### src/rtl/maquina_estados_pet_if.sv
// rtl/maquina_estados_pet_if.sv - player buttons, attribute inputs and state/alert outputs of the pet sequencer
interface maquina_estados_pet_if;
    logic       btn_start;
    logic       btn_dormir;
    logic       btn_comer;
    logic       btn_aula;
    logic       btn_cancelar;
    logic [7:0] fome;
    logic [7:0] felicidade;
    logic [7:0] sono;
    logic [4:0] estado;
    logic [2:0] alerta;

    modport master (
        output btn_start, btn_dormir, btn_comer, btn_aula, btn_cancelar,
        output fome, felicidade, sono,
        input  estado, alerta
    );

    modport slave (
        input  btn_start, btn_dormir, btn_comer, btn_aula, btn_cancelar,
        input  fome, felicidade, sono,
        output estado, alerta
    );
endinterface

### src/rtl/maquina_estados_pet.sv
// rtl/maquina_estados_pet.sv - pet behaviour sequencer: edge-detected commands, one-hot state, low-attribute alerts
module maquina_estados_pet #(
    parameter int MAX_ATRIB     = 100,
    parameter int LIMIAR_ALERTA = 20,
    parameter int DURACAO_MAX   = 50000000,
    parameter int LARGURA_CONT  = 26
) (
    input  logic                 clk,
    input  logic                 rst,
    maquina_estados_pet_if.slave bus
);
    typedef enum logic [4:0] {
        S_INTRO      = 5'b00000,
        S_IDLE       = 5'b00001,
        S_DORMINDO   = 5'b00010,
        S_COMENDO    = 5'b00100,
        S_DANDO_AULA = 5'b01000,
        S_MORTO      = 5'b10000
    } estado_t;

    localparam logic [7:0]              MAX8    = 8'(MAX_ATRIB);
    localparam logic [7:0]              LIMIAR8 = 8'(LIMIAR_ALERTA);
    localparam logic [LARGURA_CONT-1:0] CONT_FIM = LARGURA_CONT'(DURACAO_MAX - 1);

    estado_t                 estado_q, estado_d;
    logic [LARGURA_CONT-1:0] cont_q, cont_d;
    logic [2:0]              alerta_q, alerta_d;
    logic [4:0]              btn_q;
    logic [4:0]              btn_now;
    logic [4:0]              press;
    logic                    morte;
    logic                    fim_comum;
    logic                    atividade;

    // Bit order: {start, dormir, comer, aula, cancelar}
    assign btn_now   = {bus.btn_start, bus.btn_dormir, bus.btn_comer, bus.btn_aula, bus.btn_cancelar};
    assign press     = btn_now & ~btn_q;
    assign morte     = (bus.fome == 8'd0) | (bus.felicidade == 8'd0) | (bus.sono == 8'd0);
    assign fim_comum = press[0] | (cont_q == CONT_FIM);
    assign atividade = (estado_q == S_DORMINDO) | (estado_q == S_COMENDO) | (estado_q == S_DANDO_AULA);

    always_comb begin
        estado_d = estado_q;
        cont_d   = '0;
        case (estado_q)
            S_INTRO:      if (press[4]) estado_d = S_IDLE;
            S_IDLE: begin
                if (morte)         estado_d = S_MORTO;
                else if (press[3]) estado_d = S_DORMINDO;
                else if (press[2]) estado_d = S_COMENDO;
                else if (press[1]) estado_d = S_DANDO_AULA;
            end
            S_DORMINDO: begin
                if (morte)                               estado_d = S_MORTO;
                else if (fim_comum || bus.sono >= MAX8)  estado_d = S_IDLE;
            end
            S_COMENDO: begin
                if (morte)                               estado_d = S_MORTO;
                else if (fim_comum || bus.fome >= MAX8)  estado_d = S_IDLE;
            end
            S_DANDO_AULA: begin
                if (morte)                                     estado_d = S_MORTO;
                else if (fim_comum || bus.felicidade >= MAX8)  estado_d = S_IDLE;
            end
            S_MORTO:      if (press[4]) estado_d = S_INTRO;
            default:      estado_d = S_INTRO;
        endcase

        if (atividade && estado_d == estado_q) cont_d = cont_q + 1'b1;

        // Alerts follow the state being entered so MORTO/INTRO show 000 from their first cycle
        if (estado_d == S_INTRO || estado_d == S_MORTO)
            alerta_d = 3'b000;
        else
            alerta_d = {bus.fome < LIMIAR8, bus.sono < LIMIAR8, bus.felicidade < LIMIAR8};
    end

    always_ff @(posedge clk or posedge rst) begin
        if (rst) begin
            estado_q <= S_INTRO;
            cont_q   <= '0;
            alerta_q <= 3'b000;
            btn_q    <= 5'b00000;
        end else begin
            estado_q <= estado_d;
            cont_q   <= cont_d;
            alerta_q <= alerta_d;
            btn_q    <= btn_now;
        end
    end

    assign bus.estado = estado_q;
    assign bus.alerta = alerta_q;
endmodule

### src/flat_wrapper.sv
// flat-port wrapper written by rule: the top's interface ports become plain ports
module maquina_estados_pet_flat 
#(
    parameter int MAX_ATRIB     = 100,
    parameter int LIMIAR_ALERTA = 20,
    parameter int DURACAO_MAX   = 50000000,
    parameter int LARGURA_CONT  = 26
)
  (clk, rst, bus_btn_start, bus_btn_dormir, bus_btn_comer, bus_btn_aula, bus_btn_cancelar, bus_fome, bus_felicidade, bus_sono, bus_estado, bus_alerta);
  maquina_estados_pet_if bus_i ();
  input  logic clk;
  input  logic rst;
  input wire logic [$bits(bus_i.btn_start)-1:0] bus_btn_start;
  input wire logic [$bits(bus_i.btn_dormir)-1:0] bus_btn_dormir;
  input wire logic [$bits(bus_i.btn_comer)-1:0] bus_btn_comer;
  input wire logic [$bits(bus_i.btn_aula)-1:0] bus_btn_aula;
  input wire logic [$bits(bus_i.btn_cancelar)-1:0] bus_btn_cancelar;
  input wire logic [$bits(bus_i.fome)-1:0] bus_fome;
  input wire logic [$bits(bus_i.felicidade)-1:0] bus_felicidade;
  input wire logic [$bits(bus_i.sono)-1:0] bus_sono;
  output wire logic [$bits(bus_i.estado)-1:0] bus_estado;
  output wire logic [$bits(bus_i.alerta)-1:0] bus_alerta;
  assign bus_i.btn_start = bus_btn_start;
  assign bus_i.btn_dormir = bus_btn_dormir;
  assign bus_i.btn_comer = bus_btn_comer;
  assign bus_i.btn_aula = bus_btn_aula;
  assign bus_i.btn_cancelar = bus_btn_cancelar;
  assign bus_i.fome = bus_fome;
  assign bus_i.felicidade = bus_felicidade;
  assign bus_i.sono = bus_sono;
  assign bus_estado = bus_i.estado;
  assign bus_alerta = bus_i.alerta;
  maquina_estados_pet #(.MAX_ATRIB(MAX_ATRIB), .LIMIAR_ALERTA(LIMIAR_ALERTA), .DURACAO_MAX(DURACAO_MAX), .LARGURA_CONT(LARGURA_CONT)) u_core (.clk(clk), .rst(rst), .bus(bus_i));
endmodule
### config.mk
export PLATFORM = sky130hd
export DESIGN_NAME = maquina_estados_pet_flat
export DESIGN_NICKNAME = d
export VERILOG_FILES = /design/src/rtl/maquina_estados_pet_if.sv /design/src/rtl/maquina_estados_pet.sv /design/src/flat_wrapper.sv
export SDC_FILE = /design/constraint.sdc
export NUM_CORES = 1
export LEC_CHECK = 0
export CAP_MARGIN = 20
export CORE_ASPECT_RATIO = 1.4
export CORE_MARGIN = 2
export CORE_UTILIZATION = 50
export CTS_CLUSTER_SIZE = 12
export DETAILED_ROUTE_END_ITERATION = 8
export MAX_ROUTING_LAYER = met4
export PLACE_DENSITY_LB_ADDON = 0.08
export SLEW_MARGIN = 0
export SYNTH_ARGS = -nofsm -noshare
export SYNTH_HDL_FRONTEND = slang
export SYNTH_SLANG_ARGS = --single-unit
### constraint.sdc
create_clock -name clk -period 4.6 [get_ports clk]
set_clock_uncertainty 0.2 [all_clocks]
set_input_delay 0.46 -clock clk [delete_from_list [all_inputs] [get_ports clk]]
set_output_delay 0.46 -clock clk [all_outputs]
set_load 0.005 [all_outputs]
==> results.json <==
{
  "clock_sinks": 39,
  "vias": 1768,
  "grt_max_degree": 40,
  "synthesis.nets": 260,
  "ir_drop_mv": 0.256,
  "wl_um": 4590,
  "p_clk_share_pct": 25.3,
  "synth.distinct_cells": 47,
  "h-tree-depth": 2,
  "slowest_stage": "or4b_4",
  "hold_viol": 0,
  "max_stage_delay_ps": 530,
  "final_nets": 298,
  "setup.worst_path.end": "u_core.cont_q[4]",
  "mostFrequentLayoutCells": "dfrtp_1, clkdlybuf4s50_1, nor3_2",
  "setup_ws_ps": 2060,
  "worstPathArrival_ps": 2540,
  "num_io_pins": 39,
  "ys_ff_latch": 39,
  "period_share_pct": 55.2,
  "p_comb_share_pct": 32.2,
  "die_h_um": 83.9,
  "crit_type": "in2reg",
  "cts_root_buffer": "clkbuf_8",
  "synth_top_flop_cell": "dfrtp_1",
  "pre_cts_ws_ps": 1740,
  "synth_xor_area_share_pct": 10.0,
  "design_area_sq_mm": 0.00277,
  "maxSlewHeadroom_pct": 50.5,
  "r2r_slack_ps": 2120,
  "setup-tns-final_ps": 0,
  "grt_setup_unrepaired": "false",
  "switchingPower_w": 0.000323,
  "ant_nets": 0,
  "synth-async-reset-ratio_pct": 100,
  "cap_violations": 0,
  "hpwlAfterDp_um": 3360,
  "layout_min_cycle_time_ps": 2540,
  "mostFrequentLayoutCell": "dfrtp_1",
  "cts_setup_buffers": 0,
  "wl_per_cell_um": 14.0,
  "ys_warn_count": 0,
  "r2r-end": "u_core.cont_q[4]",
  "hold_buffers": 0,
  "cp_max_fo": 27,
  "die_area_sq_mm": 0.00512,
  "p_leak_nw": 1.04,
  "setup_violations": 0,
  "startpoint": "bus_fome[3]",
  "core_area_sq_mm": 0.00446,
  "start_kind": "input port",
  "synth-simple-area-share_pct": 32.4,
  "clk_latency_ps": 290,
  "rr_startpoint": "u_core.cont_q[0]",
  "n_antenna_cell": 0,
  "cp_cell_sequence": "clkdlybuf4s50_1, or3_1, or4b_4, nand4_2, o31a_2, a31o_4, inv_8, nor3_1",
  "globalRouteOverflowTotal": 0,
  "clock_path_buffers": 2,
  "ys_seq_area_share_pct": 42.9,
  "synth_edf_count": 0,
  "power_switching_share_pct": 35.5,
  "power.density_mw_per_mm2": 328,
  "p_seq_share_pct": 42.6,
  "place_area_sq_mm": 0.00268,
  "synth_area_leader_cell": "dfrtp_1",
  "drt_iter0_markers": 68,
  "dieWidth_um": 61.0,
  "avgViaCountPerCell": 5.39,
  "path_clk_slew_ps": 70,
  "status": "complete, no violations",
  "synthMuxAreaShare_pct": 0.440,
  "synth_fa_ha_area_share_pct": 0.989,
  "num_rows": 29,
  "r2r_cells": 8,
  "netlist_instances": 228,
  "place.gp.congestion": 0.827,
  "grt_pass1_wl_um": 7890,
  "area_growth_pct": 21.6,
  "hold_path_class": "reg2reg",
  "cp.required_ps": 4600,
  "tightest_slew_ps": 736,
  "max_freq_ghz": 0.394,
  "antenna_found_initial": 0,
  "critPathCaptureType": "flop",
  "start_util_pct": 51.0,
  "ctsResizeCount": 0,
  "p_int_w": 0.000587,
  "synth_top_area_share_pct": 42.9,
  "cts_tree": "done",
  "synth_top_family_by_area": "simple AND/OR/NAND/NOR gates",
  "grt_usage_pct": 20.6,
  "drc": 0,
  "drive_gt1_share_pct": 14.7,
  "io_buffers": 38,
  "synth_area_leaders": "dfrtp_1, nor3_2, xor2_1",
  "syn_area_sq_mm": 0.00228,
  "grt_pass1_vias": 1816,
  "synth-compound-area-share_pct": 8.68,
  "finalMaxSlewViolations": 0,
  "avgSynthCellArea_sq_um": 9.99,
  "first_pass_iters": 4,
  "numCtsBuffers": 5
}
==> logic make-up (layout without fill, tap and decap cells) <==
kind of cell	Yosys count	in the layout
DFF	39	39
AOI/OAI and AO/OA	26	26
and+or+nand+nor	118	118
xor gates and xnor gates	26	26
adders and majority gates	2	2
buffers and inverters	16	54
muxes	1	1
==> power by group through the flow <==
stage                     clock network [W]  registers (W)  logic, W
after floorplan                           0       0.000376  0.000260
after detailed placement                  0       0.000393  0.000295
after CTS                          0.000236       0.000387  0.000296
after global placement                    0       0.000394  0.000292
after global routing               0.000253       0.000391  0.000320
final                              0.000230       0.000387  0.000293
==> stage by stage <==
step                      power (W)  instances  hold WS [ps]  utilization, %
after floorplan            0.000636        228           261               -
after global placement     0.000686        321           295            60.1
after detailed placement   0.000688        321           297            60.1
after CTS                  0.000919        328           311            62.1
after global routing       0.000964        328           336            62.1
final                      0.000910        328           311            62.1
==> sequential cells by signal (all words and copies together), names as in the netlist <==
name	count
u_core.btn_q	5
u_core.bus.alerta	3
u_core.bus.estado	5
u_core.cont_q	26
==> worst min-delay path by stage <==
stage	startpoint	endpoint	slack [ps]	depth (start not counted)
after global placement	u_core.cont_q[0]	u_core.cont_q[0]	290	1
after global routing	u_core.cont_q[0]	u_core.cont_q[0]	340	1
after detailed placement	u_core.cont_q[0]	u_core.cont_q[0]	300	1
after CTS	u_core.cont_q[0]	u_core.cont_q[0]	310	1
final	u_core.cont_q[0]	u_core.cont_q[0]	310	1
after floorplan	u_core.cont_q[0]	u_core.cont_q[0]	260	1
==> per-layer routing <==
| layer | GRT usage, % | part of all wire (%) | vias up |
|---|---|---|---|
| met4 | 6.72 | 1.9 | 0 |
| met2 | 35.1 | 54 | 32 |
| met1 | 23.2 | 41 | 851 |
| met3 | 4.50 | 3.3 | 8 |
| li1 | - | - | 877 |
| met5 | - | 0 | - |
==> synth_stat cells (all sizes together) (3+ instances only) <==
| cell | instances |
|---|---|
| or3 | 4 |
| o21ai | 7 |
| and2 | 4 |
| clkbuf | 5 |
| xnor2 | 12 |
| nand2 | 17 |
| nand4 | 6 |
| inv | 7 |
| o21bai | 3 |
| nor3 | 32 |
| a21oi | 5 |
| nand3 | 14 |
| xor2 | 14 |
| buf | 4 |
| dfrtp | 39 |
| nor2 | 17 |
| and4 | 3 |
| nand2b | 6 |
==> final cells by class <==
type	count	area [sq um]
Clock inverter	1	5.00
Timing Repair Buffer	40	395
Fill cell	401	1690
Clock buffer	6	82.6
Tap cell	62	77.6
Inverter	7	33.8
Sequential cell	39	976
Multi-Input combinational cell	173	1200
==> worst max-delay path, delay by kind of cell <==
| kind | cells | cell delay, ps |
|---|---|---|
| and+or+nand+nor | 4 | 1240 |
| buffers and inverters | 2 | 510 |
| AOI/OAI and AO/OA | 2 | 310 |
Note: power is estimated with default switching activity, not from simulation.
